<file path="src/rtl/cpu_ctrl_pkg.sv">
// rtl/cpu_ctrl_pkg.sv - shared types and defaults for the CPU cycle controller
//
// Purpose: state encoding and default counter width shared by
//          cpu_cycle_controller and its bench.
// Ports:   none (package).
package cpu_ctrl_pkg;

  localparam int CNT_W_DEFAULT = 16;

  typedef enum logic [1:0] {
    ST_IDLE   = 2'd0,
    ST_RUN    = 2'd1,
    ST_STEP   = 2'd2,
    ST_HALTED = 2'd3
  } state_t;

endpackage

</file>
<file path="src/rtl/wrap_counter.sv">
// rtl/wrap_counter.sv - enabled modulo-2^W counter with sticky wrap flag
//
// Purpose: counts cycles where en is high; ovf is set on the all-ones -> 0
//          wrap and stays set until reset.
// Ports:   clk, reset (async, active-high), en (count enable),
//          count [W-1:0] (current value), ovf (sticky wrap flag).
module wrap_counter #(
  parameter int W = 16
) (
  input  logic         clk,
  input  logic         reset,
  input  logic         en,
  output logic [W-1:0] count,
  output logic         ovf
);

  always_ff @(posedge clk or posedge reset) begin
    if (reset) begin
      count <= '0;
      ovf   <= 1'b0;
    end else if (en) begin
      count <= count + W'(1);
      if (count == {W{1'b1}}) begin
        ovf <= 1'b1;
      end
    end
  end

endmodule

</file>
<file path="src/rtl/cpu_cycle_controller.sv">
// rtl/cpu_cycle_controller.sv - run/step/halt/resume sequencer for the core cycle enable
//
// Purpose: drives the processor cycle enable for a programmed number of
//          cycles, single steps, halts and resumes, and counts enabled cycles.
// Ports:   clk, reset (async, active-high);
//          start + run_cycles [CNT_W-1:0], step, halt, resume (requests);
//          cpu_en (core enable), busy (RUN/STEP), halted (HALTED),
//          done (one-cycle end pulse), cycle_count [CNT_W-1:0] (wrapping
//          enabled-cycle total), cnt_ovf (sticky wrap flag).
module cpu_cycle_controller
  import cpu_ctrl_pkg::*;
#(
  parameter int CNT_W = CNT_W_DEFAULT
) (
  input  logic             clk,
  input  logic             reset,
  input  logic             start,
  input  logic [CNT_W-1:0] run_cycles,
  input  logic             step,
  input  logic             halt,
  input  logic             resume,
  output logic             cpu_en,
  output logic             busy,
  output logic             halted,
  output logic             done,
  output logic [CNT_W-1:0] cycle_count,
  output logic             cnt_ovf
);

  state_t           state, state_nxt;
  logic [CNT_W-1:0] remaining, remaining_nxt;
  logic             from_halted, from_halted_nxt;
  logic             done_nxt;

  always_comb begin
    state_nxt       = state;
    remaining_nxt   = remaining;
    from_halted_nxt = from_halted;
    done_nxt        = 1'b0;
    case (state)
      ST_IDLE: begin
        if (start) begin
          if (run_cycles != '0) begin
            state_nxt     = ST_RUN;
            remaining_nxt = run_cycles;
          end else begin
            done_nxt = 1'b1;
          end
        end else if (step) begin
          state_nxt       = ST_STEP;
          from_halted_nxt = 1'b0;
        end
      end
      ST_RUN: begin
        // RUN is only entered with remaining >= 1, so this cannot underflow.
        remaining_nxt = remaining - CNT_W'(1);
        if (halt) begin
          // A halt on the last cycle parks with remaining = 0; resume then ends the run.
          state_nxt = ST_HALTED;
        end else if (remaining == CNT_W'(1)) begin
          state_nxt = ST_IDLE;
          done_nxt  = 1'b1;
        end
      end
      ST_STEP: begin
        state_nxt = from_halted ? ST_HALTED : ST_IDLE;
        done_nxt  = 1'b1;
      end
      ST_HALTED: begin
        if (start) begin
          remaining_nxt = run_cycles;
          if (run_cycles != '0) begin
            state_nxt = ST_RUN;
          end else begin
            state_nxt = ST_IDLE;
            done_nxt  = 1'b1;
          end
        end else if (resume) begin
          if (remaining != '0) begin
            state_nxt = ST_RUN;
          end else begin
            state_nxt = ST_IDLE;
            done_nxt  = 1'b1;
          end
        end else if (step) begin
          state_nxt       = ST_STEP;
          from_halted_nxt = 1'b1;
        end
      end
      default: begin
        state_nxt = ST_IDLE;
      end
    endcase
  end

  // Outputs are registered from the next-state decode so they line up with
  // the state they describe and never glitch between edges.
  always_ff @(posedge clk or posedge reset) begin
    if (reset) begin
      state       <= ST_IDLE;
      remaining   <= '0;
      from_halted <= 1'b0;
      cpu_en      <= 1'b0;
      busy        <= 1'b0;
      halted      <= 1'b0;
      done        <= 1'b0;
    end else begin
      state       <= state_nxt;
      remaining   <= remaining_nxt;
      from_halted <= from_halted_nxt;
      cpu_en      <= (state_nxt == ST_RUN) || (state_nxt == ST_STEP);
      busy        <= (state_nxt == ST_RUN) || (state_nxt == ST_STEP);
      halted      <= (state_nxt == ST_HALTED);
      done        <= done_nxt;
    end
  end

  // The count advances at the end of every cycle in which the core was enabled.
  wrap_counter #(
    .W(CNT_W)
  ) u_cycle_counter (
    .clk  (clk),
    .reset(reset),
    .en   (cpu_en),
    .count(cycle_count),
    .ovf  (cnt_ovf)
  );

endmodule

</file>
<file path="config.mk">
export PLATFORM = sky130hd
export DESIGN_NAME = cpu_cycle_controller
export DESIGN_NICKNAME = d
export VERILOG_FILES = /design/src/rtl/cpu_ctrl_pkg.sv /design/src/rtl/wrap_counter.sv /design/src/rtl/cpu_cycle_controller.sv
export SDC_FILE = /design/constraint.sdc
export NUM_CORES = 1
export LEC_CHECK = 0
export ABC_AREA = 0
export CAP_MARGIN = 20
export CORE_ASPECT_RATIO = 1.4
export CORE_MARGIN = 2
export CORE_UTILIZATION = 55
export CTS_CLUSTER_DIAMETER = 150
export DETAILED_ROUTE_END_ITERATION = 12
export GPL_TIMING_DRIVEN = 1
export PLACE_DENSITY_LB_ADDON = 0.15
export SLEW_MARGIN = 10
export SYNTH_ARGS = -nofsm -noshare
export SYNTH_HDL_FRONTEND = slang
export SYNTH_SLANG_ARGS = --single-unit
</file>
<file path="constraint.sdc">
create_clock -name clk -period 5.15 [get_ports clk]
set_input_delay 0.7725 -clock clk [delete_from_list [all_inputs] [get_ports clk]]
set_output_delay 0.7725 -clock clk [all_outputs]
set_load 0.01 [all_outputs]
</file>
# Word level (Yosys, flattened, before mapping)
# Cells that the tools add are included.
dict set report word_totals {
  ff_bits 39
}
dict set report classes {
  mux 29
  reduce_logical 9
  n_eq_ne 16
  add_sub_neg 2
}
# op count
set ops {}
lappend ops {{16-bit 2-to-1 mux} 3}
lappend ops {{16-bit one-hot mux with 3 select lines} 1}
lappend ops {{16-bit nonzero test} 2}
lappend ops {{16-bit by 1-bit adder with 16-bit output (second input constant)} 1}
lappend ops {{16-bit by 1-bit == test with 1-bit output (second input constant)} 1}
lappend ops {{16-bit == test (second input constant)} 1}
lappend ops {{2-bit 2-to-1 mux} 8}
lappend ops {{2-bit != test (second input constant)} 8}
lappend ops {{16-bit by 1-bit subtractor with 16-bit output (second input constant)} 1}
lappend ops {{1-bit 2-to-1 mux} 14}
lappend ops {{2-bit == test (second input constant)} 4}
lappend ops {{2-bit one-hot mux with 4 select lines} 1}
lappend ops {{6-bit AND reduction} 1}
lappend ops {{2-bit by 1-bit == test with 1-bit output (second input constant)} 2}
lappend ops {{1-bit one-hot mux with 4 select lines} 1}
lappend ops {{4-bit AND reduction} 1}
lappend ops {{3-bit nonzero test} 1}
lappend ops {{2-bit logical NOT} 1}
lappend ops {{1-bit one-hot mux with 2 select lines} 1}
lappend ops {{2-bit AND reduction} 1}
lappend ops {{2-bit nonzero test} 1}
lappend ops {{1-bit logical OR} 1}

# Longest topological paths before layout
# Gate-level depths: netlist of the first run.
dict set report logic_depth {
  ltp_word 7
  depth_mapped 7
}

# By module
# From an unflattened synthesis of the first run, not the netlist that was laid out.
dict set report hier_totals {
  hier_cells 268
  area_unflattened_um2 2555.0
}
# module area_each_um2 cells_each instances seq_area_each_um2
set by_module_without_submodules {}
lappend by_module_without_submodules {cpu_cycle_controller 1816.7 208 1 550.5}
lappend by_module_without_submodules {wrap_counter 738.2 60 1 425.4}

# Least setup slack after synthesis of the first run
# Ideal clock, no wire load.
dict set report synth_timing {
  path_type {input port to flip-flop}
  from {input port run_cycles[3]}
  to {register busy}
  path_slack_ns 3.159
  arrival_time_ns 1.865
  n_path_buf 0
  cell_stages 6
  setup_time_ns 0.126
  path_cell_list {nor4_1 > nand4_1 > o22ai_1 > nor2_1 > a2bb2oi_1 > ha_1}
}
dict set report synth_via {
  elab_chain_cells 6
  elab_cells_between_ends 9
  classes_between {eq/ne: 2; mux: 5; reduce/logical: 2}
}
# item line
set synth_rtl {}
lappend synth_rtl {{start: declaration} cpu_cycle_controller.sv:18} ;# input logic [CNT_W-1:0] run_cycles,
lappend synth_rtl {{16-bit nonzero test *} {cpu_cycle_controller.sv:43, cpu_cycle_controller.sv:72}}
lappend synth_rtl {{1-bit 2-to-1 mux / 2-bit 2-to-1 mux (equally long branches)} {cpu_cycle_controller.sv:72, cpu_cycle_controller.sv:43}}
lappend synth_rtl {{2-bit 2-to-1 mux (on tied branches)} {cpu_cycle_controller.sv:70, cpu_cycle_controller.sv:42}}
lappend synth_rtl {{2-bit one-hot mux with 4 select lines *} cpu_cycle_controller.sv:40} ;# case (state)
lappend synth_rtl {{2-bit by 1-bit == test with 1-bit output / 2-bit == test (equally long branches)} cpu_cycle_controller.sv:112} ;# busy <= (state_nxt == ST_RUN) || (state_nxt == ST_STEP);
lappend synth_rtl {{1-bit logical OR *} cpu_cycle_controller.sv:112}
lappend synth_rtl {{end signal: assignment} cpu_cycle_controller.sv:112}
lappend synth_rtl {{end: declaration} cpu_cycle_controller.sv:23} ;# output logic busy,
# Mark *: on every way between the ends. The rest lies on a longest branch, timed or not.
# A chain may end at the register's enable or synchronous reset.

# Worst setup path in the final report of the first run
dict set report layout_timing {
  from {input port run_cycles[11]}
  to {register remaining[0]}
}
dict set report layout_via {
  elab_chain_cells 3
}
# item line
set layout_rtl {}
lappend layout_rtl {{16-bit nonzero test} cpu_cycle_controller.sv:43} ;# if (run_cycles != '0) begin
lappend layout_rtl {{2-bit != test (no source line)} n/a}
lappend layout_rtl {{4-bit AND reduction (no source line)} n/a}
lappend layout_rtl {{end signal: assignment} cpu_cycle_controller.sv:109} ;# remaining <= remaining_nxt;
lappend layout_rtl {{end: declaration} cpu_cycle_controller.sv:31} ;# logic [CNT_W-1:0] remaining, remaining_nxt;
# Every way passes these cells.

==> results of run 1 <==
==> sequential cells by signal (all words and copies together) (netlist names) <==
register               cells
busy                       1
done                       1
from_halted                1
halted                     1
remaining                 16
state                      2
u_cycle_counter.count     16
u_cycle_counter.ovf        1
==> synthesized netlist by cell type (all sizes together) (3+ instances only) <==
cell type and instances:
o21ai 17, buf 6, nand3 8, and3 4, nor4 8, nor2 15, nor3 4, dfrtp 39
inv 6, xor2 4, clkbuf 3, o22ai 6, nor3b 3, nand4 9, ha 5, xnor2 11
nand2 28, a21oi 28, nand2b 5
==> layer usage <==
layer | vias up | part of all wire (%) | track usage (%)
met5 | - | 0 | 0
li1 | 932 | - | -
met2 | 70 | 53 | 39.77
met4 | 0 | 1.6 | 8.140
met1 | 929 | 41 | 29.51
met3 | 8 | 4.9 | 5.000
==> worst max-delay path by stage <==
stage | startpoint | to | slack, ns | depth (start not counted)
2_1_floorplan | run_cycles[3] | busy | 3.16 | 6
3_3_place_gp | run_cycles[11] | remaining[0] | 2.30 | 6
3_5_place_dp | run_cycles[11] | remaining[0] | 2.30 | 6
4_1_cts | run_cycles[11] | remaining[0] | 2.58 | 6
5_1_grt | run_cycles[11] | remaining[0] | 2.37 | 6
6_report | run_cycles[11] | remaining[0] | 2.51 | 6
==> critical path: cells and delay by family <==
family / cells / cell delay [ns]
AOI/OAI and AO/OA: 4 / 1.08
buffers and inverters: 1 / 0.42
and+or+nand+nor: 1 / 0.54
==> power breakdown <==
part           internal (mW)  switching (mW)
combinational          0.284           0.314
clock                  0.194           0.108
sequential             0.423           0.156
total                  0.900           0.578
==> through the flow <==
step / instance area (µm²) / setup slack (ns)
floorplan: 2147 / 3.159
global placement: 2594 / 2.297
detailed placement: 2594 / 2.299
CTS: 2726 / 2.578
global route: 2726 / 2.372
finish: 2726 / 2.509
==> final cells by class <==
| class | instances | share of cell area [%] |
|---|---|---|
| multi-input cells | 179 | 40.61 |
| clock inverters | 2 | 2.203 |
| well taps | 42 | 1.927 |
| inverters | 6 | 0.8261 |
| clock buffers | 6 | 2.662 |
| repair buffers | 44 | 15.97 |
| flip-flops and latches | 39 | 35.80 |
==> logic make-up after synthesis <==
kind of cell               synth area share [%]
muxes                                    0.5244
adders and majority gates                 2.914
buffers and inverters                     3.088
and+or+nand+nor                           22.90
AOI/OAI and AO/OA                         19.00
xor gates and xnor gates                  6.119
DFF                                       45.45
==> impl_metrics.csv, run 1 <==
group,metric,value,unit
synthesis,synth_area_per_cell,9.215,µm²
sta,max_freq,0.3786,GHz
routing,drt-initial-drc-count,68,
floorplanning,die-height,77.93,µm
routing,viasPerCell,6.097,
setup_path,reg2reg_slack,2.92,ns
sta,tightest_slew,0.9908,ns
floorplanning,start_util,57.89,%
setup_path,r2r-start,"remaining[9]",
clocking,cts.clk_slew.worst_paths,0.07,ns
synthesis,yosysTopAreaCell,"dfrtp_1",
setup_path,cpPeakStageDelay,0.54,ns
synthesis,ys_ff_latch,39,
setup_path,criticalPathCategory,"in2reg",
setup_path,arrival,2.81,ns
flow_run,max_cap_violations,0,
clocking,clkLatencyLatePin,0.29,ns
sta,fin_crit_sh,51.29,%
clocking,clockBufferDepth,2,
synthesis,synthDistinctLibCells,46,
synthesis,yosysSeqAreaShare,45.45,%
sta,drv_slew,0,
setup_path,r2r-end,"busy",
global_routing,grt_pass1_vias,1766,
sta,setup_tns,0,ns
clocking,clockRootBuffer,"clkbuf_8",
floorplanning,die_area,4427,µm²
setup_path,critPathRequiredTime,5.32,ns
sta,min_period,2.641,ns
routing,totalWireLength,4.699,mm
power_and_ir_drop,power.leakage,1.091,nW
power_and_ir_drop,powerDensity,542.1,nW/µm²
routing,ant_nets,0,
power_and_ir_drop,ir_drop,448.3,µV
floorplanning,fp.dieW,56.81,µm
clocking,cts_resized,0,
clocking,cts_buffers,5,
global_routing,track_usage,23.51,%
setup_path,reg2reg_depth,6,
global_routing,grt_pass1_wl,8.128,mm
sta,max_slew_margin,33.94,%
sta,grt_setup_unrepaired,"false",
finish,fill_cells,295,
finish,drive_gt1_share,7.246,%
global_routing,gr-total-overflow,0,
power_and_ir_drop,total_power,1.478,mW
clocking,clock_sinks,39,
routing,drc,0,
sta,skew,0.005574,ns
routing,firstDrtPassIters,4,
min_path,hold_path_class,"reg2reg",
finish,finalNonFillerCells,318,
clocking,cts_tree,"done",
synthesis,yosysWarnings,0,
synthesis,synthTopCellsByArea,"dfrtp_1 45%, a21oi_1 6.5%, nand2_1 4.7%",
synthesis,syn_area,2147,µm²
synthesis,yosysTopAreaCellShare,45.45,%
clocking,cts_max_level,2,
placement,portBuffers,42,
routing,route.vias.total,1939,
status,status,"finished clean",
synthesis,ys.flop_type,"dfrtp_1",
placement,dp.cells,310,
finish,syn_to_final_growth,26.98,%
sta,timing.hold.ws,0.4709,ns
finish,seq_area,975.9,µm²
min_path,min_to,"u_cycle_counter.ovf",
finish,multi_input_area,1107,µm²
setup_path,cp_max_fo,27,
finish,final_core_util,73.52,%
floorplanning,ios,43,
clocking,hold_buffers,0,
sta,setup_viol,0,
placement,place_congestion,0.7973,
synthesis,synthCells,233,
setup_path,cp_cell_sequence,"clkdlybuf4s50_1 -> nor4_1 -> a41o_1 -> o21ai_2 -> a211oi_1 -> a21oi_1",
routing,wire_per_inst,14.78,µm
clocking,post_cts_buffers,0,
finish,layout_common_cells,"42 x clkdlybuf4s50_1, 39 x dfrtp_1, 28 x a21oi_1",
floorplanning,fp-row-count,26,
min_path,holdPathStages,1,
floorplanning,coreArea,3709,µm²
finish,final_net_count,302,
synthesis,syn-num-nets,260,
global_routing,grt_max_degree,42,
synthesis,synth_edf_count,0,
min_path,min_from,"u_cycle_counter.ovf",
setup_path,crit_slowest_cell,"nor4_1",
sta,hold_viol_final,0,
setup_path,start_kind,"primary input",
placement,place_hpwl,3.294,mm
setup_path,crit_path_end_kind,"flip-flop",
finish,n_antenna_cell,0,
synthesis,async_flop_share,100.0,%
finish,layout_commonest_cell,"clkdlybuf4s50_1",
global_routing,antenna_found_initial,0,
(Power assumes the default switching activity.)
==> inputs of run 2 (changes only) <==
--- a/config.mk
+++ b/config.mk
@@ -9,7 +9,7 @@
 export CAP_MARGIN = 20
 export CORE_ASPECT_RATIO = 1.4
 export CORE_MARGIN = 2
-export CORE_UTILIZATION = 55
+export CORE_UTILIZATION = 51
 export CTS_CLUSTER_DIAMETER = 150
 export DETAILED_ROUTE_END_ITERATION = 12
 export GPL_TIMING_DRIVEN = 1
==> constraint.sdc (replaced) <==
create_clock -name clk -period 2.6 [get_ports clk]
set_input_delay 0.39 -clock clk [delete_from_list [all_inputs] [get_ports clk]]
set_output_delay 0.39 -clock clk [all_outputs]
set_load 0.01 [all_outputs]
==> run 2 against run 1 <==
  * The run now ends with design-rule violations left
  * Sequential power increased by 99%
  * Setup slack got worse by 2.1 ns
  * Core utilization decreased by 4.2 points
  * Wire length increased by 1.4%
  * Power increased by 97%
  * Clock power increased by 77%
  * Sequential cell count unchanged
  * First-iteration DRC count increased by 37%
  * Clock-buffer cell count unchanged
  * Combinational power increased by 110%
  * Critical path depth unchanged
  * Global-route usage decreased by 0.96 points
  * Largest power group unchanged
  * Highest routed layer unchanged
==> impl_metrics.csv, run 2 (synthesized netlist as in run 1, its figures left out) <==
group,metric,value,unit
status,status,"complete, but fails checks",
status,violations,"design-rule violations",
floorplanning,coreArea,3986,µm²
placement,place_hpwl,3.417,mm
sta,tightest_slew,0.5247,ns
clocking,cts.clk_slew.worst_paths,0.08,ns
setup_path,r2r-start,"remaining[9]",
setup_path,reg2reg_slack,0.41,ns
power_and_ir_drop,total_power,2.912,mW
placement,place_ws,0.3611,ns
sta,max_slew_margin,64.87,%
clocking,clockRootBuffer,"clkbuf_8",
global_routing,track_usage,22.56,%
routing,totalWireLength,4.765,mm
routing,drc,1,
sta,setup_ws,0.4132,ns
routing,firstDrtPassIters,9,
sta,grt_setup_unrepaired,"false",
clocking,cts_max_level,2,
sta,max_freq,0.4573,GHz
setup_path,critPathTopFamily,"simple AND/OR/NAND/NOR gates",
setup_path,cp_cell_sequence,"nor4_2 -> nand4_1 -> nor3b_2 -> o22ai_1 -> a2bb2oi_1 -> ha_1",
setup_path,crit_buf_inv,0,
setup_path,reg2reg_depth,6,
setup_path,endpoint,"busy",
setup_path,cp_max_fo,5,
clocking,clockBufferDepth,2,
sta,hold_viol_final,0,
setup_path,critPathLaunch,"remaining[9]",
finish,fill_cells,340,
routing,drt-initial-drc-count,93,
routing,wire_per_inst,14.71,µm
sta,fin_crit_sh,84.11,%
clocking,cts_tree,"done",
global_routing,gr-total-overflow,0,
finish,n_antenna_cell,0,
finish,drive_gt1_share,9.253,%
floorplanning,start_util,53.86,%
setup_path,cpPeakStageDelay,0.49,ns
finish,layout_common_cells,"42 x clkdlybuf4s50_1, 39 x dfrtp_1, 28 x a21oi_1",
clocking,cts_buffers,5,
routing,ant_nets,0,
clocking,clkLatencyLatePin,0.30,ns
setup_path,start_kind,"flip-flop",
floorplanning,die-height,80.77,µm
setup_path,r2r-end,"busy",
sta,setup_tns,0,ns
power_and_ir_drop,powerDensity,1054,nW/µm²
floorplanning,ios,43,
floorplanning,fp-row-count,27,
global_routing,grt_pass1_wl,8.321,mm
setup_path,criticalPathCategory,"reg2reg",
placement,portBuffers,42,
floorplanning,fp.dieW,58.84,µm
sta,skew,0.004817,ns
setup_path,crit_path_end_kind,"flip-flop",
power_and_ir_drop,ir_drop,740.6,µV
floorplanning,die_area,4752,µm²
global_routing,grt_max_degree,40,
clocking,clock_sinks,39,
sta,drv_slew,0,
setup_path,arrival,2.37,ns
setup_path,critPathRequiredTime,2.79,ns
clocking,hold_buffers,0,
placement,place_congestion,0.8196,
finish,syn_to_final_growth,28.67,%
routing,route.vias.total,1940,
sta,min_period,2.187,ns
power_and_ir_drop,power.leakage,1.118,nW
global_routing,antenna_found_initial,0,
global_routing,grt_pass1_vias,1858,
sta,setup_viol,0,
min_path,hold_path_class,"reg2reg",
setup_path,crit_slowest_cell,"nor4_2",
finish,final_net_count,307,
finish,layout_commonest_cell,"clkdlybuf4s50_1",
setup_path,crit_cells,6,
flow_run,max_cap_violations,0,
routing,viasPerCell,5.988,
finish,reg.largest.list,"remaining: 16 flops, u_cycle_counter.count: 16 flops, state: 2 flops",
clocking,post_cts_buffers,0,
clocking,cts_resized,0,
==> run 2: how the worst min path moves through the flow <==
| stage | slack (ns) | cells past startpoint | from | to |
|---|---|---|---|---|
| 2_1_floorplan | 0.47 | 2 | remaining[14] | remaining[14] |
| 3_3_place_gp | 0.45 | 1 | u_cycle_counter.ovf | u_cycle_counter.ovf |
| 3_5_place_dp | 0.46 | 1 | u_cycle_counter.ovf | u_cycle_counter.ovf |
| 4_1_cts | 0.48 | 1 | u_cycle_counter.ovf | u_cycle_counter.ovf |
| 5_1_grt | 0.50 | 1 | u_cycle_counter.ovf | u_cycle_counter.ovf |
| 6_report | 0.48 | 1 | u_cycle_counter.ovf | u_cycle_counter.ovf |
==> run 2: layout make-up <==
cell class	count	area, µm²	area share (%)
Inverter	6	22.52	0.8152
Sequential cell	39	975.9	35.33
Tap cell	43	53.80	1.947
Multi-Input combinational cell	179	1107	40.08
Clock buffer	6	82.58	2.989
Timing Repair Buffer	49	485.5	17.57
Clock inverter	2	35.03	1.268
==> run 2: power by group <==
| group | switching, mW | internal [mW] |
|---|---|---|
| Sequential | 0.314 | 0.837 |
| Clock | 0.223 | 0.311 |
| Combinational | 0.624 | 0.603 |
| Total | 1.16 | 1.75 |
==> run 2: metal layers <==
layer,vias up,wire (µm),share of wire (%),global-route usage [%]
li1,940,-,-,-
met1,926,2025,42,27.66
met2,65,2464,52,38.44
met3,9,186,3.9,4.459
met4,0,89,1.9,8.864
met5,-,0,0,0
==> run 2: worst reg2reg max path: stages (launching register included) <==
cell and delay, ns:
dfrtp_1 0.43, nor4_2 0.49, nand4_1 0.26, nor3b_2 0.33, o22ai_1 0.15, a2bb2oi_1 0.16
ha_1 0.27
==> run 2: stage by stage <==
stage / area [µm²] / cells / hold WS [ns] / util, %
after floorplan: 2147 / 233 / 0.4704 / -
after detailed placement: 2645 / 316 / 0.4611 / 66.35
after global placement: 2645 / 316 / 0.4522 / 66.35
after CTS: 2763 / 324 / 0.4786 / 69.30
final: 2763 / 324 / 0.4758 / 69.30
after global routing: 2763 / 324 / 0.4999 / 69.30
==> inputs of run 3 (changes only) <==
--- a/config.mk
+++ b/config.mk
@@ -9,7 +9,7 @@
 export CAP_MARGIN = 20
 export CORE_ASPECT_RATIO = 1.4
 export CORE_MARGIN = 2
-export CORE_UTILIZATION = 51
+export CORE_UTILIZATION = 46
 export CTS_CLUSTER_DIAMETER = 150
 export DETAILED_ROUTE_END_ITERATION = 12
 export GPL_TIMING_DRIVEN = 1
==> constraint.sdc (replaced) <==
create_clock -name clk -period 1.9 [get_ports clk]
set_input_delay 0.285 -clock clk [delete_from_list [all_inputs] [get_ports clk]]
set_output_delay 0.285 -clock clk [all_outputs]
set_load 0.01 [all_outputs]
==> run 3 against run 2 <==
  * The run now ends clean
  * Hold slack got worse by 0.057 ns
  * Final area increased by 14%
  * Via count increased by 8.6%
  * Fmax increased by 15%
  * Clock-buffer cell count unchanged
  * Final cell count increased by 18%
  * Core utilization increased by 0.80 points
  * Sequential cell count unchanged
  * Global-route usage about the same
  * Sequential power increased by 32%
  * Register-to-register slack got worse by 0.41 ns
  * Critical endpoint unchanged
==> impl_metrics.csv, run 3 (synthesized netlist as in run 1, its figures left out) <==
group,metric,value,unit
sta,tightest_slew,0.5070,ns
finish,reg.largest.list,"remaining: 16 flops, u_cycle_counter.count: 16 flops, state: 2 flops",
clocking,clockRootBuffer,"clkbuf_8",
placement,place_hpwl,4.019,mm
finish,n_antenna_cell,0,
clocking,clockBufferDepth,2,
sta,setup_tns,0,ns
placement,place_congestion,0.8105,
clocking,cts_buffers,5,
clocking,hold_buffers,0,
power_and_ir_drop,ir_drop,811.9,µV
flow_run,max_cap_violations,0,
global_routing,grt_max_degree,40,
setup_path,critPathRequiredTime,2.13,ns
finish,fill_cells,391,
routing,firstDrtPassIters,4,
sta,hold_viol_final,0,
global_routing,track_usage,22.51,%
routing,viasPerCell,5.499,
routing,route.vias.total,2106,
routing,ant_nets,0,
placement,portBuffers,42,
clocking,clock_sinks,39,
global_routing,grt_pass1_wl,8.763,mm
global_routing,gr-total-overflow,0,
sta,max_slew_margin,66.20,%
floorplanning,start_util,47.72,%
floorplanning,fp-row-count,29,
clocking,cts_max_level,2,
sta,drv_slew,0,
clocking,clkLatencyLatePin,0.29,ns
finish,syn_to_final_growth,46.91,%
routing,drt-initial-drc-count,114,
clocking,cts.clk_slew.worst_paths,0.08,ns
power_and_ir_drop,power.leakage,1.332,nW
setup_path,cp_max_fo,3,
sta,grt_setup_unrepaired,"true",
status,status,"finished clean",
floorplanning,coreArea,4499,µm²
finish,final_net_count,347,
power_and_ir_drop,powerDensity,1447,nW/µm²
placement,dpl_cell_area,2952,µm²
floorplanning,die-height,84.84,µm
sta,setup_viol,0,
routing,totalWireLength,5.498,mm
finish,layout_common_cells,"45 x buf_4, 42 x clkdlybuf4s50_1, 39 x dfrtp_1",
global_routing,grt_pass1_vias,1997,
min_path,hold_path_class,"in2async",
sta,setup_ws,0.005550,ns
power_and_ir_drop,total_power,4.563,mW
setup_path,criticalPathCategory,"reg2reg",
clocking,cts_tree,"done",
floorplanning,fp.dieW,61.74,µm
routing,wire_per_inst,14.36,µm
setup_path,start_kind,"flip-flop",
setup_path,crit_path_end_kind,"flip-flop",
global_routing,antenna_found_initial,0,
sta,fin_crit_sh,99.71,%
setup_path,arrival,2.13,ns
sta,min_period,1.894,ns
floorplanning,ios,43,
finish,final_area,3154,µm²
finish,layout_commonest_cell,"buf_4",
finish,drive_gt1_share,22.43,%
placement,place_ws,-0.1911,ns
floorplanning,die_area,5238,µm²
sta,max_freq,0.5279,GHz
finish,finalNonFillerCells,383,
sta,skew,0.005427,ns
routing,drc,0,
placement,dp.cells,371,
run 3: cell type report:
class,instances,area [µm²],share of cell area (%)
clock inverters,2,60.06,1.904
inverters,6,22.52,0.7140
repair buffers,89,798.3,25.31
flip-flops and latches,39,975.9,30.94
multi-input cells,179,1147,36.37
well taps,62,77.57,2.459
clock buffers,6,72.57,2.301
run 3: worst paths after layout:
path | to | slack (ns) | cells past startpoint | from
min | u_cycle_counter.count[2] | 0.42 | 3 | reset
min reg2reg | u_cycle_counter.ovf | 0.47 | 1 | u_cycle_counter.ovf
max in group asynchronous | remaining[5] | 1.12 | 3 | reset
max reg2reg | busy | 0.006 | 6 | remaining[6]
max | busy | 0.006 | 6 | remaining[6]
min in group clk | u_cycle_counter.ovf | 0.47 | 1 | u_cycle_counter.ovf
run 3: per-layer routing:
layer / vias up / track usage [%] / routed length (µm)
li1: 1026 / - / -
met1: 1011 / 25.83 / 2064
met2: 59 / 39.14 / 3093
met3: 10 / 4.573 / 211
met4: 0 / 9.091 / 129
met5: - / 0 / 0
run 3: repair_timing:
item                                    4_1_cts  5_1_grt
pin swaps                                     4        4
buffers inserted                              3        3
endpoints found under the setup margin        3        6
gates resized for setup                       2        8
run 3: report_power, final:
group	internal [mW]	total, mW	switching (mW)
logic	1.16	2.23	1.06
registers	1.15	1.52	0.374
clock network	0.525	0.818	0.293
run 3: stage by stage:
step	utilization, %	hold slack [ns]
final	70.11	0.4185
after global routing	70.11	0.4856
after CTS	69.33	0.4368
after detailed placement	65.60	0.4551
after global placement	65.60	0.4514
after floorplan	-	0.4461
run 3: worst max-delay path, stage by stage (launching register included):
cell	delay (ns)
dfrtp_1	0.42
nor4_4	0.32
nand4_1	0.21
nor3b_2	0.32
o22ai_2	0.12
a2bb2oi_2	0.16
ha_2	0.30
